## src/rtl/conv_anchor_sched_pkg.sv

```systemverilog
// Shared definitions for the convolution anchor scheduler.
//   state_t      : scheduler FSM states
//   COORD_W_DEF  : default coordinate / dimension / stride width
//   CNT_W_DEF    : default anchor counter width
//   cfg_rec_t    : latched job configuration {height, width, stride_h, stride_w}
//   cfg_is_valid : a job is runnable only if every field is non-zero
package conv_anchor_sched_pkg;

  localparam int COORD_W_DEF = 16;
  localparam int CNT_W_DEF   = 32;

  typedef enum logic [1:0] {
    ST_IDLE = 2'd0,
    ST_RUN  = 2'd1,
    ST_DONE = 2'd2
  } state_t;

  // Stored at the default coordinate width; the top zero-extends narrower
  // COORD_W values into it, so COORD_W must not exceed COORD_W_DEF.
  typedef struct packed {
    logic [COORD_W_DEF-1:0] height;
    logic [COORD_W_DEF-1:0] width;
    logic [COORD_W_DEF-1:0] stride_h;
    logic [COORD_W_DEF-1:0] stride_w;
  } cfg_rec_t;

  function automatic logic cfg_is_valid(input cfg_rec_t c);
    return (c.height != '0) && (c.width != '0) &&
           (c.stride_h != '0) && (c.stride_w != '0);
  endfunction

endpackage

```

## src/rtl/conv_anchor_sched_step_counter.sv

```systemverilog
// anchor_step_counter: one coordinate of the anchor raster.
//   clk, rst_n : clock, async active-low reset
//   clear      : load 0 (start of a job)
//   advance    : step the coordinate; wraps to 0 when the next step would
//                reach or pass the bound
//   step,bound : stride and dimension for this coordinate
//   value      : current coordinate
//   wrap       : value + step >= bound (this is the last position)
module anchor_step_counter
  import conv_anchor_sched_pkg::*;
#(
  parameter int W = COORD_W_DEF
) (
  input  logic         clk,
  input  logic         rst_n,
  input  logic         clear,
  input  logic         advance,
  input  logic [W-1:0] step,
  input  logic [W-1:0] bound,
  output logic [W-1:0] value,
  output logic         wrap
);

  // One extra bit so value + step can never wrap past the bound.
  logic [W:0] next_sum;

  assign next_sum = {1'b0, value} + {1'b0, step};
  assign wrap     = (next_sum >= {1'b0, bound});

  always_ff @(posedge clk or negedge rst_n) begin
    if (!rst_n) begin
      value <= '0;
    end else if (clear) begin
      value <= '0;
    end else if (advance) begin
      value <= wrap ? '0 : next_sum[W-1:0];
    end
  end

endmodule

```

## src/rtl/conv_anchor_sched.sv

```systemverilog
// conv_anchor_sched: walks a raster of anchor coordinates over an image
// (column fastest) and hands them downstream over a valid/ready port.
//   clk, rst_n                        : clock, async active-low reset
//   start, abort                      : job request / job termination
//   cfg_height, cfg_width             : image extent (latched on start)
//   cfg_stride_h, cfg_stride_w        : anchor steps (latched on start)
//   busy, done, cfg_err               : status (done / cfg_err are pulses)
//   anc_valid, anc_ready              : anchor handshake
//   anc_row, anc_col, anc_last        : anchor coordinate and final marker
//   anc_count                         : anchors transferred in current/last job
//
// state   | meaning
// --------+-----------------------------------------------------------
// IDLE    | waiting for start; config checked when start arrives
// RUN     | presenting anchors, advancing on each transfer
// DONE    | one-cycle done pulse after the last anchor transferred
module conv_anchor_sched
  import conv_anchor_sched_pkg::*;
#(
  parameter int COORD_W = COORD_W_DEF,
  parameter int CNT_W   = CNT_W_DEF
) (
  input  logic               clk,
  input  logic               rst_n,
  input  logic               start,
  input  logic               abort,
  input  logic [COORD_W-1:0] cfg_height,
  input  logic [COORD_W-1:0] cfg_width,
  input  logic [COORD_W-1:0] cfg_stride_h,
  input  logic [COORD_W-1:0] cfg_stride_w,
  output logic               busy,
  output logic               done,
  output logic               cfg_err,
  output logic               anc_valid,
  input  logic               anc_ready,
  output logic [COORD_W-1:0] anc_row,
  output logic [COORD_W-1:0] anc_col,
  output logic               anc_last,
  output logic [CNT_W-1:0]   anc_count
);

  state_t   state, state_d;
  cfg_rec_t cfg_in, cfg_q;

  logic start_ok;
  logic start_bad;
  logic transfer;
  logic col_adv;
  logic row_adv;
  logic col_wrap;
  logic row_wrap;

  assign cfg_in.height   = COORD_W_DEF'(cfg_height);
  assign cfg_in.width    = COORD_W_DEF'(cfg_width);
  assign cfg_in.stride_h = COORD_W_DEF'(cfg_stride_h);
  assign cfg_in.stride_w = COORD_W_DEF'(cfg_stride_w);

  // abort outranks start; a rejected start only reports when not aborted.
  assign start_ok  = (state == ST_IDLE) && start && !abort && cfg_is_valid(cfg_in);
  assign start_bad = (state == ST_IDLE) && start && !abort && !cfg_is_valid(cfg_in);

  assign transfer = anc_valid && anc_ready;

  // An aborted cycle never counts as a transfer, so anc_count holds.
  assign col_adv = transfer && !abort;
  // Row steps only when the column wraps, and holds on its final position.
  assign row_adv = col_adv && col_wrap && !row_wrap;

  always_ff @(posedge clk or negedge rst_n) begin
    if (!rst_n) begin
      cfg_q <= '0;
    end else if (start_ok) begin
      cfg_q <= cfg_in;
    end
  end

  anchor_step_counter #(.W(COORD_W)) u_col (
    .clk     (clk),
    .rst_n   (rst_n),
    .clear   (start_ok),
    .advance (col_adv),
    .step    (COORD_W'(cfg_q.stride_w)),
    .bound   (COORD_W'(cfg_q.width)),
    .value   (anc_col),
    .wrap    (col_wrap)
  );

  anchor_step_counter #(.W(COORD_W)) u_row (
    .clk     (clk),
    .rst_n   (rst_n),
    .clear   (start_ok),
    .advance (row_adv),
    .step    (COORD_W'(cfg_q.stride_h)),
    .bound   (COORD_W'(cfg_q.height)),
    .value   (anc_row),
    .wrap    (row_wrap)
  );

  always_ff @(posedge clk or negedge rst_n) begin
    if (!rst_n) begin
      state <= ST_IDLE;
    end else begin
      state <= state_d;
    end
  end

  always_comb begin
    state_d = state;
    case (state)
      ST_IDLE: begin
        if (start_ok) state_d = ST_RUN;
      end
      ST_RUN: begin
        if (abort)                      state_d = ST_IDLE;
        else if (transfer && anc_last)  state_d = ST_DONE;
      end
      ST_DONE: begin
        state_d = ST_IDLE;
      end
      default: begin
        state_d = ST_IDLE;
      end
    endcase
  end

  always_ff @(posedge clk or negedge rst_n) begin
    if (!rst_n) begin
      anc_count <= '0;
    end else if (start_ok) begin
      anc_count <= '0;
    end else if (col_adv) begin
      anc_count <= anc_count + 1'b1;
    end
  end

  always_ff @(posedge clk or negedge rst_n) begin
    if (!rst_n) begin
      cfg_err <= 1'b0;
    end else begin
      cfg_err <= start_bad;
    end
  end

  // Status outputs are decodes of the state register only; anc_last is built
  // from registered coordinates and latched config, never from inputs.
  assign anc_valid = (state == ST_RUN);
  assign busy      = (state != ST_IDLE);
  assign done      = (state == ST_DONE);
  assign anc_last  = anc_valid && col_wrap && row_wrap;

endmodule

```

## config.mk

```make
export PLATFORM = sky130hd
export DESIGN_NAME = conv_anchor_sched
export DESIGN_NICKNAME = d
export VERILOG_FILES = /design/src/rtl/conv_anchor_sched_pkg.sv /design/src/rtl/conv_anchor_sched_step_counter.sv /design/src/rtl/conv_anchor_sched.sv
export SDC_FILE = /design/constraint.sdc
export NUM_CORES = 1
export LEC_CHECK = 0
export ABC_AREA = 1
export CORE_ASPECT_RATIO = 1.1
export CORE_MARGIN = 4
export CORE_UTILIZATION = 55
export DETAILED_ROUTE_END_ITERATION = 10
export PLACE_DENSITY = 0.82
export SLEW_MARGIN = 20
export SYNTH_ARGS = -nofsm -noshare
export SYNTH_HDL_FRONTEND = slang
export SYNTH_SLANG_ARGS = --single-unit
```

## constraint.sdc

```tcl
create_clock -name clk -period 9.6 [get_ports clk]
set_input_delay 1.44 -clock clk [delete_from_list [all_inputs] [get_ports clk]]
set_output_delay 1.44 -clock clk [all_outputs]
set_load 0.02 [all_outputs]
```

==> results of run 1 <==
[sequential cells by signal, summed over array words and instances (netlist names)]
name / cells
cfg_q: 64
u_col.value: 16
u_row.value: 16
anc_count: 32
cfg_err: 1
state: 2
[worst max path at each step]
stage                               from        to  slack [ns]  depth (start not counted)
after floorplan           u_col.value[0]  anc_last        4.76                         23
after global routing      u_col.value[0]  anc_last        3.31                         24
after global placement    u_col.value[0]  anc_last        4.27                         24
final                     u_row.value[2]  anc_last        3.70                         21
after CTS                 u_col.value[0]  anc_last        3.74                         24
after detailed placement  u_col.value[0]  anc_last        4.21                         24
[cells in the mapped netlist, drive strengths merged (2+ instances only)]
master  instances  area share
ha             65        0.10
nand2         312        0.15
buf            16       0.010
nand4          19       0.015
xor2           24       0.026
o21ai          75       0.047
inv           152       0.070
xnor2           8      0.0086
or2             2      0.0015
and2            2      0.0015
a21oi          48       0.030
and3            2      0.0015
a21boi          2      0.0018
nand3          60       0.038
nor4           17       0.013
o21bai          2      0.0018
nor2           67       0.036
nor3           27       0.023
dfrtp         131        0.40
a31oi           3      0.0023
a31o            2      0.0022
a211oi          2      0.0018
fa              2      0.0049
a21o            6      0.0055
clkbuf          7      0.0032
[kinds of logic (layout without fill, tap and decap cells)]
| family | after synthesis | after routing | share of synthesized area |
|---|---|---|---|
| DFF | 131 | 131 | 0.4031 |
| xor gates and xnor gates | 32 | 32 | 0.03446 |
| adders and majority gates | 67 | 67 | 0.1049 |
| buffers and inverters | 176 | 324 | 0.08400 |
| AOI/OAI and AO/OA | 143 | 143 | 0.09462 |
| and+or+nand+nor | 510 | 510 | 0.2789 |
[stage by stage]
step	hold WS, ns	cells	area (sq um)	worst slack, ns	total power, mW
floorplan	0.4528	1059	8133	4.762	1.656
global placement	0.4703	1368	9658	4.266	2.021
detailed placement	0.4739	1368	9658	4.212	2.067
CTS	0.4907	1399	10270	3.736	2.769
global route	0.5136	1399	10280	3.312	2.990
finish	0.4902	1399	10280	3.696	2.772
[layout make-up]
cell class,instances,area (sq um)
flip-flops and latches,131,3278
inverters,153,574.3
multi-input cells,752,4174
clock buffers,18,429.2
repair buffers,140,1395
fillers,1140,4169
well taps,192,240.2
clock inverters,13,186.4
[critical path, stage by stage (launching register included)]
cell and delay [ns]:
dfrtp_1 0.40, ha_1 0.36, a21oi_1 0.17, nand2_1 0.10
a21oi_1 0.27, o21ai_0 0.25, nand2_1 0.12, nand2_1 0.06
xor2_1 0.16, ha_1 0.29, nand2_1 0.04, inv_1 0.07
nand2_1 0.07, inv_1 0.08, nand4_1 0.09, o21a_1 0.18
nand2_1 0.06, inv_1 0.04, nand2_1 0.09, inv_2 0.16
nor3_1 0.30, clkdlybuf4s50_1 0.68
[where the power goes]
| part | leakage, nW | switching, mW | internal (mW) |
|---|---|---|---|
| Combinational | 3.24 | 0.826 | 0.495 |
| Clock | 0.288 | 0.250 | 0.432 |
| Sequential | 1.72 | 0.0935 | 0.676 |
[per-layer routing]
| metal | track usage | routed length, um | up-vias |
|---|---|---|---|
| li1 | - | - | 3704 |
| met1 | 0.3413 | 8943 | 3458 |
| met2 | 0.4427 | 10640 | 265 |
| met3 | 0.04929 | 1190 | 61 |
| met4 | 0.1248 | 751 | 0 |
| met5 | 0 | 0 | - |
==> summary.txt, run 1 <==
Pwr
  – Leakage: 5.244 nW
  – Peak supply drop: 151.7 uV
  – Power density cells: 269.7 mW/mm^2

Timing
  – Final setup fails: 0
  – Final Hold Viols: 0
  – Slew Viols, Final: 0
  – Total Neg Setup Slack: 0 ns
  – Final min period: 5.904 ns
  – Least-Margin Pin Slew: 0.8016 ns
  – Relative slew margins: 0.4656
  – RSZ-0062 raised after global routing: false
  – Max Freq: 169.4 MHz
  – Period utilization: 0.6150
  – Final Skew: 0.007029 ns

Job
  – Max Cap Viol: 0

Cells and area
  – Share of cells above drive strength 1: 0.05385
  – Net count, final: 1,331
  – Area grow syn2layout: 26.37%
  – Most frequent cells in the layout: nand2_1 (304), inv_1 (147), clkdlybuf4s50_1 (136), dfrtp_1 (131), o21ai_0 (74)
  – Util after Layout: 0.7114
  – Inserted Diodes: 0
  – Commonest non-fill, non-tap cell in the layout: nand2_1

Clocking
  – CTS tree: done
  – Post_cts resized: 0
  – CTS buffer count: 17
  – CTS Root Buffer Type: clkbuf_16
  – Clock Sinks: 131
  – CTS H-Tree Depth: 4
  – Post-CTS setup buffers: 0
  – Clock Pin Slew Worst Setup and Hold Paths: 0.06 ns
  – Worst skew pair latency: 0.43 ns
  – Clock tree buffer depth: 2
  – Cts-stage hold buffer count: 0

Drt
  – First-iteration detailed-routing DRC count: 499
  – First-pass DRT Iterations: 5
  – Final wirelength: 21.52 mm
  – # DRC: 0
  – Post-route ant nets: 0
  – Via count: 7,488
  – Routed length per instance: 15.38 um
  – Avg Vias per Cell: 5.352

Global routing
  – Pin count of the biggest net entering global routing: 85
  – Global-route wire length before repair: 35.30 mm
  – Initial antenna violation count: 0
  – Gr usage total: 0.2686
  – Total gr overflow: 0
  – Vias in the first global route: 7,402

Yosys
  – Post-Syn Instances: 1,059
  – Synthesized area: 0.008133 sq mm
  – Post-synth EDFFs: 0
  – Syn nets: 1,195
  – Yosys Warn Count: 0
  – Sequential share of the synthesized area: 0.4031
  – Synth unique cells: 42
  – Asr flop ratio synth: 1.000
  – Primary FF master, synth: dfrtp_1
  – #FFs+latches synth: 131
  – Avg Cell Area, Syn: 7.680 sq um

Setup path
  – Worst EP arrival: 4.46 ns
  – Critical path class: reg2out
  – R2R cell count: 22
  – Element type at the critical path end: output pin
  – Reg-to-Reg End: u_row.value[2]
  – RR Startpoint: u_row.value[0]
  – CP Launch Type: flip-flop
  – Req. time, crit path: 8.16 ns
  – Register-to-Register Setup Slack: 5.82 ns
  – CP Max Fanout: 18

Floorplan
  – Cell Rows: 46
  – Core footprint: 0.01445 sq mm
  – IO Count: 138
  – Starting density of the core: 0.5630
  – Die Footprint: 0.01680 sq mm
  – Die Y-Extent: 135.5 um
  – Chip width: 123.9 um

Hold path
  – Hold depth: 2
  – Hold Path Origin: cfg_q[32]
  – Min-Delay Path Class: reg2reg
  – Hold Path Sink: cfg_q[32]

Place
  – Placer Congestion: 0.9472
  – Port buffer count: 137
  – HPWL Detailed: 16.06 mm

Outcome
  – Status: complete, no violations
No activity file was read; power rests on OpenSTA's default activity.
==> run 2, diff against run 1 <==
Settings changed: CORE_UTILIZATION 55 to 54, PLACE_DENSITY 0.82 to 0.81.
Clock period 9.6 ns to 6 ns, I/O delays scaled along.
==> summary.txt, run 2 (same netlist as run 1, synthesis figures left out) <==
Setup path
  – CP max stage cell: clkdlybuf4s50_1
  – Element type at the critical path end: output pin
  – Worst-path cell chain: ha_1, inv_1, fa_1, o21ai_2, nand2_1, nand2_1, nand2_1, nand2_1, a21boi_0, xor2_1, inv_1, ha_1, nand2_1, nor2_1, and2_1, nand2_1, nand2_1, nand2_1, nand2_1, nand2_1, nand2_4, inv_2, nor3_1, clkdlybuf4s50_1
  – Crit-path leading delay family: simple AND/OR/NAND/NOR gates
  – Req. time, crit path: 5.10 ns
  – Slowest stage delay, CP: 0.68 ns
  – CP Max Fanout: 4
  – Buf/Inv on CP: 4
  – Worst EP arrival: 4.50 ns
  – Most frequent CP cell: nand2_1
  – CP Launch Type: flip-flop
  – Critical path class: reg2out

Floorplan
  – Cell Rows: 46
  – Starting density of the core: 0.5563
  – Die Footprint: 0.01709 sq mm
  – Chip width: 125.0 um
  – Core footprint: 0.01462 sq mm
  – Die Y-Extent: 136.7 um
  – IO Count: 138

Timing
  – RSZ-0062 raised after global routing: false
  – Slew Viols, Final: 0
  – Total Neg Setup Slack: 0 ns
  – Final Skew: 0.005891 ns
  – Period utilization: 0.9008
  – Relative slew margins: 0.4439
  – Least-Margin Pin Slew: 0.8342 ns
  – Max Freq: 185.0 MHz
  – Final min period: 5.405 ns
  – Final Hold Viols: 0
  – Final setup fails: 0

Global routing
  – GR Util met1: 0.3226
  – Pin count of the biggest net entering global routing: 85
  – Gr usage total: 0.2606
  – Met2 usage: 0.4456
  – Vias in the first global route: 7,436
  – Top Usage Layer GRT: met2
  – Total gr overflow: 0
  – Initial antenna violation count: 0
  – Global-route wire length before repair: 35.77 mm
  – Met3 GRT Util: 0.05621

Cells and area
  – Design Area, Final: 0.01031 sq mm
  – Util after Layout: 0.7052
  – Inserted Diodes: 0
  – Non-filler cells, final: 1,399
  – Commonest non-fill, non-tap cell in the layout: nand2_1
  – Area grow syn2layout: 26.77%
  – Net count, final: 1,331
  – Area taken by multi-input logic gates: 0.004174 sq mm
  – Biggest regs: cfg_q: 64 flops, anc_count: 32 flops
  – Share of cells above drive strength 1: 0.05468
  – Max FFs per register: 64
  – Most flops, register: cfg_q
  – Most frequent cells in the layout: nand2_1 (304), inv_1 (147), clkdlybuf4s50_1 (136), dfrtp_1 (131), o21ai_0 (74)
  – FF+latch area: 0.003278 sq mm
  – # fillers: 1,206

Place
  – Port buffer count: 137
  – HPWL Detailed: 16.29 mm
  – Post-DP Area: 0.009658 sq mm
  – DP Cell Count: 1,368
  – Placer Congestion: 0.9438

Drt
  – # DRC: 0
  – Post-route ant nets: 0
  – Avg Vias per Cell: 5.377
  – First-iteration detailed-routing DRC count: 576
  – Via count: 7,522
  – First-pass DRT Iterations: 5
  – Routed length per instance: 15.62 um
  – Final wirelength: 21.86 mm

Pwr
  – Peak supply drop: 240.3 uV
  – Flop pwr share: 0.275
  – Combinational share of power: 0.469
  – Switching Fraction: 0.4147
  – Net Switching: 1.854 mW
  – Power density cells: 433.7 mW/mm^2
  – Internal power: 2.618 mW
  – Clock power share: 0.255
  – Pwr Total: 4.472 mW
  – Leakage: 5.264 nW

Clocking
  – Post-CTS setup buffers: 0
  – CTS tree: done
  – Worst skew pair latency: 0.43 ns
  – CTS H-Tree Depth: 4
  – CTS Root Buffer Type: clkbuf_16
  – Clock tree buffer depth: 2
  – Post_cts resized: 0
  – Cts-stage hold buffer count: 0
  – Clock Pin Slew Worst Setup and Hold Paths: 0.06 ns
  – Clock Sinks: 131
  – CTS buffer count: 17

Outcome
  – Status: complete, no violations

Hold path
  – Min-Delay Path Class: reg2reg

Job
  – Max Cap Viol: 0
-- run 2: cell types whose count changed in the layout (fill, tap and decap cells not counted) --
cell        previous run  this run
bufinv_16              4         5
clkinvlp_4             4         3
clkbuf_8               0         1
clkbuf_1               1         0
-- run 2: worst reg2reg max path: cells and delay by family (launching register included) --
| family | cells | cell delay (ns) |
|---|---|---|
| xor gates and xnor gates | 1 | 0.21 |
| DFF | 1 | 0.39 |
| AOI/OAI and AO/OA | 3 | 0.74 |
| and+or+nand+nor | 15 | 1.40 |
| buffers and inverters | 2 | 0.34 |
| adders and majority gates | 2 | 0.63 |
-- run 2: path summary, 6_finish.rpt --
kind | depth (start not counted) | slack (ns) | start | end
setup / recovery | 24 | 0.60 | u_col.value[0] | anc_last
hold / removal | 2 | 0.48 | cfg_q[29] | cfg_q[29]
setup reg to reg | 23 | 2.19 | u_row.value[2] | u_row.value[3]
hold reg to reg | 2 | 0.48 | cfg_q[29] | cfg_q[29]
max in group asynchronous | 2 | 4.37 | rst_n | anc_count[31]
min in group asynchronous | 1 | 0.51 | rst_n | cfg_q[35]
-- run 2: power groups by stage --
stage | Sequential (mW) | Clock [mW] | Combinational (mW)
after global routing | 1.25 | 1.19 | 2.38
after CTS | 1.23 | 1.16 | 2.10
after detailed placement | 1.24 | 0 | 2.06
after global placement | 1.23 | 0 | 2.01
after floorplan | 1.30 | 0 | 1.35
final | 1.23 | 1.14 | 2.10
-- run 2: layout make-up --
type	count	share of cell area
Multi-Input combinational cell	752	0.4049
Sequential cell	131	0.3180
Timing Repair Buffer	140	0.1353
Inverter	153	0.05570
Clock buffer	18	0.04260
Tap cell	192	0.02330
Clock inverter	13	0.02027
-- run 2: stage by stage --
step | worst slack (ns) | hold slack, ns
detailed placement | 1.096 | 0.4755
global placement | 1.199 | 0.4704
CTS | 0.6087 | 0.4900
finish | 0.5951 | 0.4832
global route | 0.2478 | 0.5107
floorplan | 1.702 | 0.4528
-- run 2: per-layer routing --
metal	part of all wire	wire length, um
met2	0.49	10790
met4	0.034	735
met5	0	0
met3	0.054	1185
met1	0.42	9145
